$ cat config.mk
export PLATFORM = sky130hd
export DESIGN_NAME = pc_seq
export DESIGN_NICKNAME = d
export VERILOG_FILES = /design/src/rtl/pc_seq_pkg.sv /design/src/rtl/pc_ras.sv /design/src/rtl/pc_seq.sv
export SDC_FILE = /design/constraint.sdc
export NUM_CORES = 1
export LEC_CHECK = 0
export ABC_CLOCK_PERIOD_IN_PS = 4650
export CORE_AREA = 2 2 105 107
export DETAILED_ROUTE_END_ITERATION = 10
export DIE_AREA = 0 0 107 109
export GPL_ROUTABILITY_DRIVEN = 0
export PLACE_DENSITY = 0.77
export SLEW_MARGIN = 40
export SYNTH_ARGS = -nofsm -noshare
export SYNTH_HDL_FRONTEND = slang
export SYNTH_SLANG_ARGS = --single-unit
$ cat constraint.sdc
create_clock -name clk -period 4.65 [get_ports clk]
set_clock_uncertainty 0.15 [all_clocks]
set_input_delay 1.395 -clock clk [delete_from_list [all_inputs] [get_ports clk]]
set_output_delay 1.395 -clock clk [all_outputs]
set_load 0.02 [all_outputs]
$ cat src/rtl/pc_seq_pkg.sv
// pc_seq_pkg: FSM state codes, instruction field widths, default vectors and branch decision shared by pc_seq
package pc_seq_pkg;
  typedef enum logic [1:0] {ST_BOOT, ST_RUN, ST_HALT} state_t;
  localparam int IMM_W = 16;
  localparam int TGT_W = 26;
  localparam logic [31:0] DEF_RESET_VEC = 32'h0000_0000;
  localparam logic [31:0] DEF_TRAP_VEC = 32'h0000_0080;
  function automatic logic branch_taken(input logic beq, input logic bne, input logic zero);
    return (beq & zero) | (bne & ~zero);
  endfunction
endpackage

$ cat src/rtl/pc_ras.sv
// pc_ras: circular return-address stack; a push when full overwrites the oldest entry
module pc_ras #(
  parameter int W = 32,
  parameter int DEPTH = 4
) (
  input  logic         clk,
  input  logic         reset,
  input  logic         push,
  input  logic         pop,
  input  logic [W-1:0] din,
  output logic [W-1:0] top,
  output logic         full,
  output logic         empty
);
  localparam int PW = $clog2(DEPTH);
  logic [W-1:0] mem [DEPTH];
  logic [PW-1:0] ptr;
  logic [PW:0] cnt;
  assign top = mem[ptr - 1'b1];
  assign full = cnt == (PW+1)'(DEPTH);
  assign empty = cnt == '0;
  always_ff @(posedge clk)
    if (push) mem[ptr] <= din;
  always_ff @(posedge clk) begin
    if (reset) begin
      ptr <= '0;
      cnt <= '0;
    end else if (push) begin
      ptr <= ptr + 1'b1;
      cnt <= full ? cnt : cnt + 1'b1;
    end else if (pop && !empty) begin
      ptr <= ptr - 1'b1;
      cnt <= cnt - 1'b1;
    end
  end
endmodule

$ cat src/rtl/pc_seq.sv
// pc_seq: program-counter sequencer with BOOT/RUN/HALT FSM, branch/jump/jr targets and misaligned trap.
// Define PC_RAS_EN to add the pc_ras return-address stack (jal pushes, ret pops).
module pc_seq
  import pc_seq_pkg::*;
#(
  parameter int ADDR_W = 32,
  parameter logic [ADDR_W-1:0] RESET_VEC = ADDR_W'(DEF_RESET_VEC),
  parameter logic [ADDR_W-1:0] TRAP_VEC = ADDR_W'(DEF_TRAP_VEC),
  parameter int RAS_DEPTH = 4
) (
  input  logic              clk,
  input  logic              reset,
  input  logic [31:0]       instruction,
  input  logic              branch,
  input  logic              branch_ne,
  input  logic              zero,
  input  logic              jump,
  input  logic              jal,
  input  logic              jr,
  input  logic              ret,
  input  logic [ADDR_W-1:0] jr_addr,
  input  logic              stall,
  input  logic              halt,
  input  logic              resume,
  output logic [ADDR_W-1:0] addr,
  output logic [ADDR_W-1:0] pc_plus4,
  output logic              fetch_valid,
  output logic              trap,
  output logic              ras_full,
  output logic              ras_empty
);
  state_t state, state_n;
  logic [ADDR_W-1:0] br_tgt, jmp_tgt, ind_tgt, ret_src, addr_n;
  logic live, indirect, ret_under, bad, trap_n, unused;
  assign pc_plus4 = addr + ADDR_W'(4);
`ifdef PC_RAS_EN
  logic push, pop;
  assign push = live & jal & ~ret & ~jr;
  assign pop = live & ret & ~ras_empty;
  assign ret_under = ras_empty;
  assign unused = ^instruction[31:TGT_W];
  pc_ras #(.W(ADDR_W), .DEPTH(RAS_DEPTH)) u_ras (
    .clk(clk), .reset(reset), .push(push), .pop(pop), .din(pc_plus4),
    .top(ret_src), .full(ras_full), .empty(ras_empty)
  );
`else
  assign ret_src = jr_addr;
  assign ret_under = 1'b0;
  assign ras_full = 1'b0;
  assign ras_empty = 1'b1;
  assign unused = ^{instruction[31:TGT_W], RAS_DEPTH == 0};
`endif
  always_ff @(posedge clk)
    state <= reset ? ST_BOOT : state_n;
  always_comb
    state_n = state == ST_BOOT ? ST_RUN :
              state == ST_RUN ? (halt ? ST_HALT : ST_RUN) :
              (resume && !halt) ? ST_RUN : ST_HALT;
  always_comb
    fetch_valid = state == ST_RUN;
  // Jump keeps the top bits above the 28-bit word-addressed target field.
  always_comb begin
    br_tgt = pc_plus4 + {{(ADDR_W-IMM_W-2){instruction[IMM_W-1]}}, instruction[IMM_W-1:0], 2'b00};
    jmp_tgt = (pc_plus4 & ~ADDR_W'(28'hFFF_FFFF)) | ADDR_W'({instruction[TGT_W-1:0], 2'b00});
    live = (state == ST_RUN) & ~halt & ~stall;
    indirect = ret | jr;
    ind_tgt = ret ? ret_src : jr_addr;
    bad = indirect & ((ret & ret_under) | (ind_tgt[1:0] != 2'b00));
    trap_n = live & bad;
    addr_n = !live ? addr :
             bad ? TRAP_VEC :
             indirect ? ind_tgt :
             (jal | jump) ? jmp_tgt :
             branch_taken(branch, branch_ne, zero) ? br_tgt : pc_plus4;
  end
  always_ff @(posedge clk) begin
    if (reset) begin
      addr <= RESET_VEC;
      trap <= 1'b0;
    end else begin
      addr <= addr_n;
      trap <= trap_n;
    end
  end
endmodule

* Word level (Yosys, flattened, before mapping) *
Index checks and enable logic that the tools add are counted.

storage, ports and cells
  input port bits = 76
  memories = 0
  bits in read-only memories = 0
  bits in registers = 35
  bits in latches = 0
  RAM bits = 0
  output and inout bits = 68

operators by class
  multipliers = 0
  div/mod/pow operators = 0
  reductions and logical operators = 5
  mux-type cells = 8
  magnitude comparators = 0
  shift operators = 0
  bitwise operators = 13
  eq/ne operators = 1
  add/subtract/negate cells = 2

operators with widths
  operator                                       number
  2-to-1 mux 32 bit                              4
  adder 32 x 3 -> 32 bit, second input constant  1
  adder 32 bit                                   1
  bitwise OR 32 x 28 -> 32 bit                   1
  bitwise AND 1 bit                              6
  2-to-1 mux 2 bit                               3
  inverter 1 bit                                 3
  bitwise OR 1 bit                               3
  == test 2 x 1 -> 1 bit, second input constant  1
  logical NOT 2 bit                              1
  nonzero test 2 bit                             1
  OR reduction 2 bit                             1
  logical AND 1 bit                              1
  logical NOT 1 bit                              1
  2-to-1 mux 1 bit                               1

* Longest topological paths before layout *
Gate-level depths: netlist of run 1.

  depth in word-level cells = 7
  depth in mapped cells = 16
  mapped depth without buffers = 16

* Least setup slack after synthesis of run 1 *
Ideal clock, no wire load.

  path type = input-to-reg
  start = input port instruction[0]
  end = register addr[24]
  stages = 12
  data required time = 4,378 ps
  arrival = 3,602 ps
  setup slack = 776 ps
  setup time = 122 ps
  cells stage by stage = ha_1 > inv_1 > fa_1 > and2b_1 > o21ai_2 > a21oi_2 > o2111ai_2 > o221a_4 > o31a_1 > o21bai_2 > mux2i_1 > a221o_1

between the ends
  cells in the longest elaborated chain, start to end = 5

RTL lines
  element               line          RTL
  from (decl)           pc_seq.sv:13  input logic [31:0] instruction,
  adder 32 bit          pc_seq.sv:63  br_tgt = pc_plus4 + {{(ADDR_W-IMM_W-2){instruction[IMM_W-1]}}, instruction[IMM_W-1:0], 2'b00};
  2-to-1 mux 32 bit     pc_seq.sv:74  branch_taken(branch, branch_ne, zero) ? br_tgt : pc_plus4;
  2-to-1 mux 32 bit     pc_seq.sv:73  (jal | jump) ? jmp_tgt :
  2-to-1 mux 32 bit     pc_seq.sv:72  indirect ? ind_tgt :
  2-to-1 mux 32 bit     pc_seq.sv:71  bad ? TRAP_VEC :
  to (signal assigned)  pc_seq.sv:81  addr <= addr_n;
  to (decl)             pc_seq.sv:25  output logic [ADDR_W-1:0] addr,

Every way passes these cells.
A chain may end at the register's enable or synchronous reset.

* Final worst setup path of run 1 *
  start = register addr[15]
  end = output port pc_plus4[28]

between the ends
  cells in the longest elaborated chain, start to end = 1

RTL lines
  element                 line          RTL
  adder 32 x 3 -> 32 bit  pc_seq.sv:35  assign pc_plus4 = addr + ADDR_W'(4);
  to (decl)               pc_seq.sv:26  output logic [ADDR_W-1:0] pc_plus4,

Every way passes these cells.

==> flow_summary_export.csv, run 1 <==
group,metric,value,unit
die,core-area,10600,um2
timing,rsz0062_at_grt,"false",
yosys,syn_avg_cell_area,7.283,um2
timing,slew_viol_final,0,
yosys,syn-instance-count,564,
yosys,synth-main-ff-cell,"dfxtp_1",
final_layout,num-fill-cells,993,
global_route,track_usage,25.82,%
routing,vias_per_cell,5.918,
cts,cts_tree,"built",
power,power.leakage,2.246,nW
final_layout,antennaDiodeCount,0,
timing,finalHoldViolations,0,
timing,fmax,221.2,MHz
timing,max_slew.worst_pin.slew,0.6641,ns
setup_path,crit_chain,"and4_4 -> nand4_1 -> or3_4 -> and2b_1 -> xor2_1 -> clkdlybuf4s50_1",
die,pin_count,144,
global_route,grt_pass1_wl,24030,um
setup_path,worstRegToRegCells,14,
die,die_width,107,um
power,p_per_area,157.6,nW/um2
routing,drc,0,
timing,setup_tns,0,ns
outcome,outcome,"finished, final reports clean",
cts,path_clk_slew,0.09,ns
yosys,synth-seq-cells,35,
global_route,grt_max_degree,35,
yosys,synth_cell_types,66,
power,irDropWorstVdd,0.0001300,V
place,portBuffers,135,
cts,cts-root-buf,"clkbuf_8",
routing,wl_per_cell,18.27,um
cts,cts_buffer_depth,2,
setup_path,cp.arrival,2.98,ns
setup_path,required,3.11,ns
die,chipHeight,109,um
routing,totalWireLength,15340,um
cts,htreeDepth,2,
routing,dr_total_vias,4971,
global_route,grt_pass1_vias,4825,
timing,setup_violations,0,
hold_path,hold_class,"reg -> reg",
setup_path,cp-start-kind,"flop",
yosys,synth.cell_area,4108,um2
setup_path,crit_path_end_kind,"output pin",
timing,hold_ws,0.3427,ns
hold_path,min_path_cells,1,
routing,antenna_left,0,
yosys,seq_area_frac_synth,17.06,%
setup_path,worstPathMaxFanout,7,
setup_path,critPathKind,"reg -> out",
timing,finalWorstPathRequiredPeriod,4.522,ns
yosys,synthArstFlopShare,0,%
die,initial_core_util,38.74,%
cts,hold_buffers,0,
final_layout,drive_gt1_share,6.857,%
die,die_area,11660,um2
setup_path,slowest_stage,"clkdlybuf4s50_1",
cts,cts_made_buffers,5,
yosys,synth.net_count,677,
cts,clock_latency,0.30,ns
final_layout,nets,812,
yosys,yosys_warnings,0,
timing,fin_crit_sh,97.24,%
global_route,antenna_found_initial,0,
run,drv_cap,0,
setup_path,slowest_delay,0.67,ns
die,rows,38,
final_layout,syn_to_final_growth,41.03,%
cts,clock-sinks,35,
place,dp_hpwl,12110,um
yosys,synth-edff-count,0,
routing,drtPass1Iterations,7,
global_route,overflow,0,
routing,drt_iter0_markers,469,
timing,slew_headroom,55.56,%
[worst max-delay path, delay by kind of cell, from the launching register on]
family                 cells  cell delay, ns
XOR/XNOR                   1            0.30
buffers and inverters      1            0.67
flip-flops                 1            0.51
AND/OR/NAND/NOR            4            1.20
[stage by stage]
stage               instances  setup slack [ns]  power (mW)  instance area (um2)  util [%]
detailed placement        832           0.01168      0.6189                 5664     53.42
CTS                       840           0.07102      0.9107                 5777     54.48
global route              840           0.01455      0.9495                 5793     54.64
finish                    840            0.1284      0.9128                 5793     54.64
global placement          832           0.08497      0.6129                 5664     53.42
floorplan                 564            0.7758      0.4824                 4108         -
[layer usage]
layer	global-route usage, %	routed length, um	up-vias
met5	0	0	-
met4	11.50	527	0
met3	3.945	1254	47
met2	43.95	7259	270
met1	32.30	6301	2303
li1	-	-	2351
[cell usage after synthesis (all sizes together) (4+ instances only)]
master / count / area [um2]
a211oi: 7 / 52.55
a21o: 10 / 75.07
a21oi: 53 / 269.0
a221o: 5 / 50.05
a22oi: 14 / 105.1
a31oi: 4 / 25.02
and2: 5 / 31.28
and3: 8 / 50.05
and4: 5 / 48.80
buf: 7 / 43.79
clkbuf: 18 / 67.56
dfxtp: 35 / 700.7
ha: 36 / 450.4
inv: 14 / 52.55
mux2i: 6 / 60.06
nand2: 68 / 255.2
nand2b: 9 / 56.30
nand3: 17 / 95.09
nand4: 12 / 75.07
nor2: 57 / 214.0
nor2b: 4 / 25.02
nor3: 11 / 55.05
o211ai: 18 / 135.1
o21ai: 36 / 187.7
o21bai: 8 / 63.81
xnor2: 33 / 289.0
xor2: 15 / 131.4
[path summary, 6_finish.rpt]
path              startpoint      endpoint  slack (ns)
setup / recovery    addr[15]  pc_plus4[28]        0.13
hold / removal       addr[1]       addr[1]        0.34
setup reg to reg     addr[4]      addr[30]        0.48
hold reg to reg      addr[1]       addr[1]        0.34
[placed cells by master (no fill, tap or decap), drive strengths merged, types with 12 or more instances in the layout]
| cell | count |
|---|---|
| nor2 | 57 |
| a21oi | 53 |
| o21ai | 36 |
| nand3 | 17 |
| buf | 18 |
| nand4 | 12 |
| xnor2 | 33 |
| xor2 | 15 |
| a22oi | 14 |
| dfxtp | 35 |
| o211ai | 18 |
| nand2 | 68 |
| ha | 36 |
| clkdlybuf4s50 | 135 |
| inv | 14 |
[logic make-up (layout without fill, tap and decap cells)]
| logic type | after synthesis | in the layout | share of synthesized area, % |
|---|---|---|---|
| AOI/OAI and AO/OA | 187 | 187 | 30.86 |
| muxes | 8 | 8 | 2.010 |
| DFF | 35 | 35 | 17.06 |
| xor gates and xnor gates | 48 | 48 | 10.23 |
| buffers and inverters | 39 | 175 | 3.990 |
| other | 2 | 2 | 0.1828 |
| adders and majority gates | 37 | 37 | 11.45 |
| and+or+nand+nor | 208 | 208 | 24.22 |
[what timing repair did]
item                       in CTS  in global routing
hold endpoints to repair        0                  0
resized for setup               0                  3
buffers inserted                0                  0
setup endpoints to repair       0                  3
[where the power goes]
part	total, mW	switching, mW	internal (mW)
sequential	0.316	0.00970	0.306
combinational	0.302	0.161	0.141
clock	0.295	0.135	0.160
total	0.913	0.305	0.608
[registers in the layout (all words and copies together) (netlist names)]
register / count
trap: 1
state: 2
addr: 32
[area by class of cell]
type / instances / area, um2 / share of cell area, %
inverter: 14 / 52.55 / 0.9071
multi-input combinational: 490 / 3264 / 56.35
timing repair buffer: 153 / 1486 / 25.66
clock buffer: 5 / 68.82 / 1.188
sequential: 35 / 701.9 / 12.12
tap: 140 / 175.2 / 3.024
clock inverter: 3 / 43.79 / 0.7559
(Power assumes the default switching activity.)
==> run 2: changes to the inputs <==
Settings changed: DONT_BUFFER_PORTS set to 1, PLACE_DENSITY 0.77 to 0.59.
==> run 2 against run 1 <==
Clock power is 3% higher. First-iteration DRC count fell by 22%. Sequential power barely moved. Non-clock buffer count down 112. Via count fell by 9.2%. Sequential cell count unchanged. Worst hold slack gained 0.041 ns. Clock-buffer cell count unchanged. Wire length fell by 2.7%. Total power down 8.6%. Largest power group unchanged. Highest routed layer unchanged.
==> flow_summary_export.csv, run 2 (same netlist as run 1, synthesis figures left out) <==
group,metric,value,unit
setup_path,critPathTopFamily,"simple AND/OR/NAND/NOR gates",
die,rows,38,
timing,finalHoldViolations,0,
final_layout,nets,700,
setup_path,critPathKind,"reg -> reg",
cts,clock-sinks,35,
hold_path,hold_class,"reg -> reg",
final_layout,drive_gt1_share,11.90,%
die,chipHeight,109,um
final_layout,top_register,"addr",
die,core-area,10600,um2
cts,cts-root-buf,"clkbuf_8",
final_layout,layout_common_cells,"nand2_1 (68), nor2_1 (55), a21oi_1 (52)",
setup_path,cp_common_cell,"a21oi_1",
global_route,track_usage,25.00,%
cts,cts_made_buffers,5,
timing,setup_tns,0,ns
routing,totalWireLength,14920,um
die,die_width,107,um
power,seqPwrFrac,38.3,%
global_route,grt_pass1_vias,4265,
power,p_per_area,180.7,nW/um2
timing,rsz0062_at_grt,"false",
cts,path_clk_slew,0.09,ns
cts,clock_latency,0.31,ns
cts,htreeDepth,2,
setup_path,slowest_delay,0.57,ns
global_route,grt_max_degree,38,
routing,drt_iter0_markers,365,
final_layout,syn_to_final_growth,12.46,%
routing,drc,0,
setup_path,slowest_stage,"dfxtp_1",
routing,wl_per_cell,20.50,um
die,initial_core_util,38.74,%
cts,cts_setup_buffers,0,
run,drv_cap,0,
routing,dr_total_vias,4512,
setup_path,worstRegToRegCells,16,
die,die_area,11660,um2
global_route,antenna_found_initial,0,
power,irDropWorstVdd,0.0001056,V
timing,max_slew.worst_pin.slew,0.7293,ns
setup_path,cp.arrival,4.24,ns
power,swShare,34.90,%
setup_path,cp.depth,16,
power,p_int,0.5434,mW
routing,vias_per_cell,6.198,
final_layout,antennaDiodeCount,0,
power,power.leakage,1.878,nW
setup_path,crit_chain,"and4_4 -> nand3_2 -> nor2_1 -> nand4_1 -> xnor2_1 -> buf_4 -> ha_1 -> a21oi_1 -> o21ai_1 -> a21oi_1 -> nand2b_1 -> a311oi_1 -> or3_1 -> a21oi_1 -> xnor2_1 -> o21ai_1",
place,portBuffers,0,
hold_path,min_path_cells,2,
setup_path,cp-start-kind,"flop",
routing,drtPass1Iterations,4,
routing,antenna_left,0,
setup_path,path_buf_inv,1,
power,switchingPower,0.2912,mW
final_layout,final_common_cell,"nand2_1",
final_layout,num-fill-cells,1111,
final_layout,multiInputGateArea,3271,um2
global_route,overflow,0,
final_layout,seqCellArea,700.7,um2
timing,finalWorstPathRequiredPeriod,4.191,ns
cts,cts_buffer_depth,2,
timing,fmax,238.6,MHz
cts,hold_buffers,0,
setup_path,required,4.70,ns
outcome,outcome,"finished, final reports clean",
place,dp_hpwl,11820,um
timing,slew_viol_final,0,
final_layout,reg.largest.list,"addr: 32 flops, state: 2 flops, trap: 1 flops",
cts,cts_tree,"built",
power,pwr-share-comb,25.4,%
cts,cts_resized,0,
setup_path,crit_path_end_kind,"flop",
power,clkPwrFrac,36.3,%
final_layout,fin_util,43.57,%
die,pin_count,144,
setup_path,worstPathMaxFanout,8,
timing,setup_violations,0,
timing,slew_headroom,51.03,%
global_route,grt_pass1_wl,22630,um
timing,fin_crit_sh,90.12,%
final_layout,largest_register_ffs,32,
run 2: final timing paths:
kind                  from        to  slack [ns]
hold / removal    state[0]  state[1]        0.38
hold reg to reg   state[0]  state[1]        0.38
setup reg to reg   addr[4]  addr[31]        0.46
setup / recovery   addr[4]  addr[31]        0.46
run 2: layout make-up:
| class | count | area share (%) |
|---|---|---|
| Clock buffer | 5 | 1.490 |
| Clock inverter | 3 | 0.9480 |
| Inverter | 14 | 1.138 |
| Multi-Input combinational cell | 490 | 70.80 |
| Sequential cell | 35 | 15.17 |
| Tap cell | 140 | 3.792 |
| Timing Repair Buffer | 41 | 6.663 |
run 2: per-layer routing:
layer  vias up  share of wire, %  track usage [%]
li1       2132                 -                -
met1      2120                41            30.97
met2       213                45            39.31
met3        47               9.2            7.292
met4         0               5.1            13.17
met5         -                 0                0
run 2: per-stage QoR:
stage                     worst slack [ns]  hold slack [ns]  power (mW)  std cells  cell area [um2]
after floorplan                     0.7758           0.3274      0.4824        564             4108
after global placement              0.5267           0.3433      0.5312        720             4504
after detailed placement            0.4892           0.3645      0.5355        720             4504
after CTS                           0.4993           0.3877      0.8340        728             4617
after global routing                0.1560           0.4307      0.8735        728             4619
final                               0.4592           0.3838      0.8346        728             4619
run 2: tightest hold or removal path, delay by kind of cell, from the launching register on:
kind / cells / cell delay, ns
simple gates: 1 / 0.08
compound gates: 1 / 0.09
flops: 1 / 0.33
run 2: power by group through the flow:
stage          logic, mW  registers [mW]  clock network [mW]
6_report           0.212           0.319               0.303
2_1_floorplan      0.156           0.327                   0
5_1_grt            0.235           0.320               0.319
3_3_place_gp       0.205           0.326                   0
3_5_place_dp       0.209           0.326                   0
4_1_cts            0.210           0.319               0.304
==> run 3: changes to the inputs <==
Settings changed: CELL_PAD_IN_SITES_DETAIL_PLACEMENT set to 1, CELL_PAD_IN_SITES_GLOBAL_PLACEMENT set to 1, PLACE_DENSITY 0.59 to 0.77.
==> run 3 against run 2 <==
Cell count down 0.41%. Sequential cell count is the same. Die area did not move. Critical path depth decreased by 3. Critical endpoint is now addr[30]. Total power is 0.96% higher. Clock-buffer cell count did not move.
==> flow_summary_export.csv, run 3 (same netlist as run 1, synthesis figures left out) <==
group,metric,value,unit
global_route,grt_pass1_wl,25720,um
power,irDropWorstVdd,0.0001929,V
routing,drt_iter0_markers,311,
power,swShare,35.52,%
cts,clock-sinks,35,
place,dp_hpwl,13090,um
power,seqPwrFrac,38.0,%
final_layout,nets,697,
power,power.leakage,1.861,nW
power,p_int,0.5434,mW
cts,cts_setup_buffers,0,
timing,fmax,236.7,MHz
run,drv_cap,0,
global_route,overflow,0,
cts,clock_latency,0.31,ns
routing,drtPass1Iterations,5,
final_layout,top_register,"addr",
setup_path,cp.arrival,4.27,ns
global_route,busiest_layer,"met2",
cts,htreeDepth,2,
setup_path,r2r_end,"addr[30]",
global_route,met3_usage,6.515,%
setup_path,cp-start-kind,"flop",
final_layout,fin_util,43.39,%
global_route,antenna_found_initial,0,
die,die_area,11660,um2
final_layout,reg.largest.list,"addr: 32 flops, state: 2 flops, trap: 1 flops",
timing,finalHoldViolations,0,
cts,cts_buffer_depth,2,
timing,setup_violations,0,
power,clkPwrFrac,36.0,%
hold_path,hp-start,"state[0]",
final_layout,syn_to_final_growth,12.00,%
final_layout,layout_common_cells,"nand2_1 (68), nor2_1 (56), a21oi_1 (52)",
cts,cts-root-buf,"clkbuf_8",
timing,finalWorstPathRequiredPeriod,4.224,ns
routing,vias_per_cell,6.366,
setup_path,worstRegToRegCells,13,
die,die_width,107,um
routing,drc,0,
timing,slew_viol_final,0,
global_route,met1_usage,34.89,%
hold_path,holdPathEnd,"state[1]",
cts,cts_made_buffers,5,
routing,totalWireLength,16580,um
cts,hold_buffers,0,
final_layout,final_common_cell,"nand2_1",
hold_path,hold_class,"reg -> reg",
setup_path,regToRegSetupSlack,0.43,ns
die,core-area,10600,um2
routing,dr_total_vias,4615,
die,pin_count,144,
power,p_per_area,183.2,nW/um2
final_layout,largest_register_ffs,32,
timing,fin_crit_sh,90.84,%
global_route,grt_pass1_vias,4814,
setup_path,critPathKind,"reg -> reg",
die,initial_core_util,38.74,%
cts,cts_tree,"built",
global_route,met2_usage,48.41,%
final_layout,antennaDiodeCount,0,
power,switchingPower,0.2993,mW
timing,rsz0062_at_grt,"false",
die,rows,38,
die,chipHeight,109,um
timing,slew_headroom,40.73,%
timing,max_slew.worst_pin.slew,0.8862,ns
setup_path,required,4.70,ns
outcome,outcome,"finished, final reports clean",
global_route,track_usage,28.22,%
cts,path_clk_slew,0.09,ns
setup_path,reg2reg_from,"addr[16]",
place,portBuffers,0,
hold_path,min_path_cells,2,
setup_path,worstPathMaxFanout,7,
final_layout,drive_gt1_share,11.28,%
power,total_power,0.8427,mW
routing,wl_per_cell,22.86,um
power,pwr-share-comb,26.0,%
cts,cts_resized,0,
timing,setup_tns,0,ns
setup_path,crit_path_end_kind,"flop",
global_route,grt_max_degree,26,
routing,antenna_left,0,
==> run 3: changes by cell type in the layout (fill, tap and decap cells not counted), sizes merged <==
| cell | change |
|---|---|
| buf | -3 |
==> run 3: metrics by stage <==
step	instances	instance area (um2)	hold WS (ns)	worst slack (ns)
after detailed placement	717	4488	0.4006	0.5032
after global routing	725	4601	0.4586	0.08160
after global placement	717	4482	0.3472	0.5328
after CTS	725	4601	0.4239	0.4715
final	725	4601	0.4181	0.4257
after floorplan	564	4108	0.3274	0.7758
==> run 3: worst max path at each step <==
| stage | to | from | cells after the start |
|---|---|---|---|
| floorplan | addr[24] | instruction[0] | 12 |
| global placement | addr[28] | instruction[0] | 12 |
| detailed placement | addr[28] | instruction[0] | 12 |
| CTS | addr[31] | addr[4] | 15 |
| global route | addr[31] | addr[4] | 15 |
| finish | addr[30] | addr[16] | 13 |
==> run 3: final cells by class <==
class                           count  area [um2]
Fill cell                        1356        6002
Multi-Input combinational cell    490        3274
Sequential cell                    35       700.7
Timing Repair Buffer               38       285.3
Tap cell                          140       175.2
Clock buffer                        5       68.82
Inverter                           14       52.55
Clock inverter                      3       43.79
==> run 3: critical path, stage by stage (launching register included) <==
cell and delay, ns:
dfxtp_1 0.62, and4_4 0.35, nand4_1 0.22, or3_4 0.45, xnor2_1 0.16, ha_1 0.45, nand2_1 0.18, nor2_1 0.20
nand4_1 0.14, or3_1 0.37, o21ai_1 0.35, nand3_1 0.12, a211oi_1 0.25, o21ai_0 0.10
==> run 3: power by group through the flow <==
stage	Clock, mW	Combinational, mW	Sequential (mW)
floorplan	0	0.156	0.327
global placement	0	0.205	0.326
detailed placement	0	0.214	0.327
CTS	0.303	0.217	0.320
global route	0.317	0.239	0.321
finish	0.304	0.219	0.320
==> run 3: routing by layer <==
layer	up-vias	share of wire [%]
met2	185	48
li1	2122	-
met4	0	2.7
met1	2278	42
met3	30	7.5
met5	-	0
